$ cat config.mk
export PLATFORM = sky130hd
export DESIGN_NAME = store_dispatch
export DESIGN_NICKNAME = d
export VERILOG_FILES = /design/src/rtl/store_dispatch.sv
export SDC_FILE = /design/constraint.sdc
export NUM_CORES = 1
export LEC_CHECK = 0
export BUFFER_PORTS_ARGS = -buffer_cell sky130_fd_sc_hd__buf_2
export CELL_PAD_IN_SITES_DETAIL_PLACEMENT = 0
export CELL_PAD_IN_SITES_GLOBAL_PLACEMENT = 1
export CORE_UTILIZATION = 42
export DETAILED_ROUTE_END_ITERATION = 12
export PLACE_DENSITY_LB_ADDON = 0.1
export SYNTH_ARGS = -nofsm -noshare
export SYNTH_HDL_FRONTEND = slang
export SYNTH_SLANG_ARGS = --single-unit
$ cat constraint.sdc
create_clock -name clk -period 8.9 [get_ports clk]
set_input_delay 0.89 -clock clk [delete_from_list [all_inputs] [get_ports clk]]
set_output_delay 0.89 -clock clk [all_outputs]
set_load 0.02 [all_outputs]
$ cat src/rtl/store_dispatch.sv
// MEM-stage store decoder: routes each sw to DMEM or a peripheral register,
// and runs the Ethernet transmit request/completion handshake.
module store_dispatch #(
   parameter int LED_W = 16
) (
   input  logic             clk,
   input  logic             rst,
   input  logic [31:0]      addr,
   input  logic [31:0]      wdata,
   input  logic             we,
   output logic             dmem_we,
   output logic [31:0]      seg_data,
   output logic [LED_W-1:0] led,
   output logic [31:0]      timer_load,
   output logic             timer_load_pulse,
   output logic [31:0]      eth_tx_data0,
   output logic [31:0]      eth_tx_data1,
   output logic             eth_tx_valid,
   input  logic             eth_tx_ready,
   input  logic             eth_tx_done,
   output logic             eth_busy,
   output logic             eth_send_finish
);

   typedef enum logic [1:0] {
      IDLE = 2'd0,
      REQ  = 2'd1,
      WAIT = 2'd2
   } eth_state_t;

   eth_state_t state, state_nx;

   logic sel_seg, sel_led, sel_tmr;
   logic sel_d0, sel_d1, sel_clr, sel_cmd;
   logic idle, start;
   logic unused_addr;

   assign unused_addr = ^{addr[31:12], addr[1:0]};

   assign dmem_we = we & ~addr[11];

   always_comb begin
      sel_seg = 1'b0;
      sel_led = 1'b0;
      sel_tmr = 1'b0;
      sel_d0  = 1'b0;
      sel_d1  = 1'b0;
      sel_clr = 1'b0;
      sel_cmd = 1'b0;
      if (we && addr[11]) begin
         case (addr[11:2])
            10'h200: sel_seg = 1'b1;
            10'h201: sel_led = 1'b1;
            10'h204: sel_tmr = 1'b1;
            10'h20b: sel_d0  = 1'b1;
            10'h20c: sel_d1  = 1'b1;
            10'h20d: sel_clr = 1'b1;
            10'h20f: sel_cmd = 1'b1;
            default: ;
         endcase
      end
   end

   assign idle  = (state == IDLE);
   assign start = sel_cmd & wdata[0] & idle;

   always_ff @(posedge clk or posedge rst) begin
      if (rst) begin
         seg_data         <= '0;
         led              <= '0;
         timer_load       <= '0;
         timer_load_pulse <= 1'b0;
      end else begin
         timer_load_pulse <= sel_tmr;
         if (sel_seg) seg_data <= wdata;
         if (sel_led) led <= wdata[LED_W-1:0];
         if (sel_tmr) timer_load <= wdata;
      end
   end

   // staging words freeze once a send is in flight
   always_ff @(posedge clk or posedge rst) begin
      if (rst) begin
         eth_tx_data0 <= '0;
         eth_tx_data1 <= '0;
      end else begin
         if (sel_d0 && idle) eth_tx_data0 <= wdata;
         if (sel_d1 && idle) eth_tx_data1 <= wdata;
      end
   end

   always_ff @(posedge clk or posedge rst) begin
      if (rst) begin
         state           <= IDLE;
         eth_send_finish <= 1'b0;
      end else begin
         state <= state_nx;
         if (state == WAIT && eth_tx_done)
            eth_send_finish <= 1'b1;
         else if (sel_clr)
            eth_send_finish <= 1'b0;
      end
   end

   always_comb begin
      state_nx     = state;
      eth_tx_valid = 1'b0;
      unique case (state)
         IDLE: if (start) state_nx = REQ;
         REQ: begin
            eth_tx_valid = 1'b1;
            if (eth_tx_ready) state_nx = WAIT;
         end
         WAIT: if (eth_tx_done) state_nx = IDLE;
         default: state_nx = IDLE;
      endcase
   end

   assign eth_busy = ~idle;

endmodule

* Word level (Yosys, flattened, before mapping) *
Index checks and enable logic that the tools add are counted.

cells by class
  add/subtract/negate cells = 0
  $mul = 0
  div/mod/pow operators = 0
  $lt $le $gt $ge = 0
  equal/unequal tests = 12
  shift-type cells = 0
  multiplexer cells = 21
  bitwise operators = 5
  reduce and logical (&&, ||, !) cells = 7

operators by type and width
  kind                                                   number
  == test 10 bit, second input constant                  7
  two-way mux 1 bit                                      17
  two-way mux 2 bit                                      3
  one-hot mux 2 bit (3 select lines)                     1
  logical AND 1 bit                                      4
  inequality test 2 bit, second input constant           2
  bitwise AND 1 bit                                      3
  AND reduction 3 bit                                    1
  == test 2 x 1 -> 1 bit, second input constant          1
  == test 2 bit, second input constant                   1
  zero test 2 bit                                        1
  inequality test 2 x 1 -> 1 bit, second input constant  1
  inverter 1 bit                                         2
  nonzero test 2 bit                                     1

word-level totals
  flip-flop bits (word level) = 148
  bits in latches = 0
  memory bits (writable) = 0
  ROM bits = 0
  output and inout bits = 149
  logic and storage cells = 53
  memories kept = 0

* Longest topological paths before layout *
  depth after elaboration = 7
  gate-level depth with buffers = 6
  depth with buffers taken out = 3

* Worst setup path before layout *
OpenSTA, ideal clock, no wires.

  path kind = input to register
  start point = in addr[6]
  end point = reg eth_tx_data0[20]
  arrival time = 2.147 ns
  slack = 6.628 ns
  cell stages on the path = 5
  cell sequence = nor4_4 -> and4_1 -> clkbuf_2 -> buf_4 -> mux2_2

between the ends
  cells in the longest elaborated chain, start to end = 4

ends and longest elaborated chain
  what                  RTL line  RTL
  start, declared       8         input logic [31:0] addr,
  == test 10 bit        51        case (addr[11:2])
  two-way mux 1 bit     51
  two-way mux 1 bit     50        if (we && addr[11]) begin
  logical AND 1 bit     87        if (sel_d0 && idle) eth_tx_data0 <= wdata;
  end signal, assigned  87
  end, declared         16        output logic [31:0] eth_tx_data0,

Every way passes these cells.
A chain may end at the register's enable or synchronous reset.

* Worst setup path after layout *
  start point = in addr[6]
  end point = reg eth_tx_data1[18]

between the ends
  cells in the longest elaborated chain, start to end = 4

ends and longest elaborated chain
  what                  RTL line  RTL
  == test 10 bit        51
  two-way mux 1 bit     51
  two-way mux 1 bit     50
  logical AND 1 bit     88        if (sel_d1 && idle) eth_tx_data1 <= wdata;
  end signal, assigned  88
  end, declared         17        output logic [31:0] eth_tx_data1,

Every way passes these cells.

==> impl_metrics.env <==
export IMPL_outcome="complete, no violations"
export IMPL_critPathLaunch="addr[6]"
export IMPL_dieArea_sq_um=13800
export IMPL_finalPower_mw=1.45
export IMPL_clockRootBuffer="clkbuf_16"
export IMPL_finalSetupViolCount=0
export IMPL_start_util_pct=43.8
export IMPL_die_y_um=118
export IMPL_rr_startpoint="state[0]"
export IMPL_diodes=0
export IMPL_fin_crit_ns=2.95
export IMPL_cp_start_kind="primary input"
export IMPL_power_density_nw_per_um2=197
export IMPL_synth_area_per_cell_sq_um=16.7
export IMPL_core_region_area_sq_um=12800
export IMPL_ys_warn_count=0
export IMPL_post_cts_setup_buffers=0
export IMPL_htreeDepth=4
export IMPL_row_count=41
export IMPL_cts_buffers=17
export IMPL_holdCritStartpoint="eth_send_finish"
export IMPL_post_route_period_util_pct=33.1
export IMPL_rsz0062_at_grt="no"
export IMPL_dp_hpwl_um=8530
export IMPL_dpl_instance_area_sq_um=6760
export IMPL_clk_latency_ns=0.41
export IMPL_cts_resized=0
export IMPL_synth_cell_types=24
export IMPL_die_w_um=118
export IMPL_slew_violations=0
export IMPL_syn_cell_area_sq_um=5620
export IMPL_finalInstanceArea_sq_um=7350
export IMPL_cp_end_kind="flop"
export IMPL_finalHoldViolCount=0
export IMPL_overflow=0
export IMPL_routed_via_count=3609
export IMPL_synthCells=337
export IMPL_ctsHoldBuffers=0
export IMPL_drv_cap=0
export IMPL_cp_max_fo=18
export IMPL_timing_fmax_ghz=0.339
export IMPL_clk_path_buf_depth=2
export IMPL_crit_type="in2reg"
export IMPL_clock_skew_ns=0.00439
export IMPL_viasPerCell=4.98
export IMPL_grt_pass1_wl_um=20100
export IMPL_io_pins=218
export IMPL_tns_ns=0
export IMPL_portBuffers=195
export IMPL_post_route_util_pct=57.3
export IMPL_grt_pass1_vias=3768
export IMPL_max_slew_margin_rel_pct=30.0
export IMPL_drive_gt1_share_pct=68.2
export IMPL_post_drt_wl_per_cell_um=17.3
export IMPL_drtIter0Drc=116
export IMPL_cts_tree="done"
export IMPL_grt_max_degree=87
export IMPL_final_common_cell="buf_2"
export IMPL_antenna_found_initial=1
export IMPL_critPathRequiredTime_ns=9.19
export IMPL_area_delta_synth_final_pct=30.9
export IMPL_final_net_count=609
export IMPL_grt_usage_pct=19.0
export IMPL_seq_area_frac_synth_pct=65.9
export IMPL_ant_nets=0
export IMPL_synth_seq_cells=148
export IMPL_final_cell_mix="195 x buf_2, 148 x dfrtp_1, 143 x mux2_2"
export IMPL_first_pass_iters=4
export IMPL_hold_path_class="reg2reg"
export IMPL_gp_congestion=0.764
export IMPL_path_clk_slew_ns=0.06
export IMPL_syn_nets=406
export IMPL_worst_ir_drop_vdd_uv=94.8
export IMPL_cts_sinks=148
export IMPL_wirelength_um=12600
export IMPL_fillers=1113
export IMPL_leakage_nw=4.32
export IMPL_drc=0
export IMPL_cp_arrival_ns=3.24
export IMPL_worstMarginPinSlew_ns=1.05
[stage by stage]
step	worst slack (ns)	cells	hold slack, ns
4_1_cts	5.90	725	0.484
5_1_grt	5.79	725	0.487
6_report	5.95	725	0.481
3_3_place_gp	5.52	693	0.466
3_5_place_dp	5.47	693	0.471
2_1_floorplan	4.03	337	0.575
[power breakdown]
part,internal (mW),leakage (nW),switching (mW),total (mW)
Clock,0.440,0.293,0.254,0.695
Combinational,0.0238,1.97,0.0450,0.0688
Sequential,0.683,2.06,0.00447,0.688
[per-layer routing]
metal  GRT usage, %  part of all wire (%)
met5              0                 0.080
met4           7.37                   1.1
met3           7.22                   8.1
met2           31.2                    49
met1           22.5                    41
[synthesized netlist by cell type]
| master | number | share of area [%] |
|---|---|---|
| and3_1 | 1 | 0.11 |
| and3b_1 | 2 | 0.31 |
| and4_1 | 2 | 0.31 |
| buf_2 | 10 | 0.89 |
| buf_4 | 3 | 0.40 |
| clkbuf_1 | 1 | 0.067 |
| clkbuf_2 | 1 | 0.089 |
| dfrtp_1 | 148 | 66 |
| inv_1 | 3 | 0.20 |
| mux2_1 | 1 | 0.20 |
| mux2_2 | 143 | 29 |
| nand2_1 | 1 | 0.067 |
| nand2b_1 | 1 | 0.11 |
| nand3_1 | 1 | 0.089 |
| nand4_1 | 5 | 0.56 |
| nand4_2 | 1 | 0.22 |
| nor2_1 | 2 | 0.13 |
| nor2b_1 | 4 | 0.45 |
| nor3b_1 | 1 | 0.13 |
| nor4_4 | 1 | 0.38 |
| nor4bb_1 | 1 | 0.18 |
| o21ai_0 | 1 | 0.089 |
| o2bb2ai_1 | 2 | 0.31 |
| or2_2 | 1 | 0.11 |
[sequential cells by signal, indices dropped and copies added (netlist names)]
signal            count
timer_load_pulse      1
timer_load           32
eth_tx_data1         32
state                 2
led                  16
eth_send_finish       1
seg_data             32
eth_tx_data0         32
[worst paths after layout]
kind / end / slack, ns / cells after the start
max in group asynchronous: seg_data[26] / 6.89 / 3
hold / removal: eth_send_finish / 0.48 / 1
min in group asynchronous: eth_tx_data1[8] / 0.54 / 2
setup reg to reg: eth_tx_data1[18] / 6.36 / 4
setup / recovery: eth_tx_data1[18] / 5.95 / 5
hold reg to reg: eth_send_finish / 0.48 / 1
[cell type report]
cell class | count | area [sq um] | share of cell area, %
Multi-Input combinational cell | 171 | 1820 | 24.8
Sequential cell | 148 | 3700 | 50.4
Clock inverter | 9 | 101 | 1.38
Timing Repair Buffer | 199 | 1010 | 13.7
Tap cell | 172 | 215 | 2.93
Clock buffer | 23 | 488 | 6.64
Inverter | 3 | 16.3 | 0.221
[kinds of logic after synthesis]
group | Yosys count | synth area share (%)
DFF | 148 | 65.9
muxes | 144 | 28.9
and+or+nand+nor | 24 | 3.16
buffers and inverters | 18 | 1.65
AOI/OAI and AO/OA | 3 | 0.401
[critical path, stage by stage]
cell     delay (ns)
buf_2          0.11
nor4_4         0.44
nand4_1        0.90
buf_4          0.57
mux2_2         0.31
(Power assumes the default switching activity.)
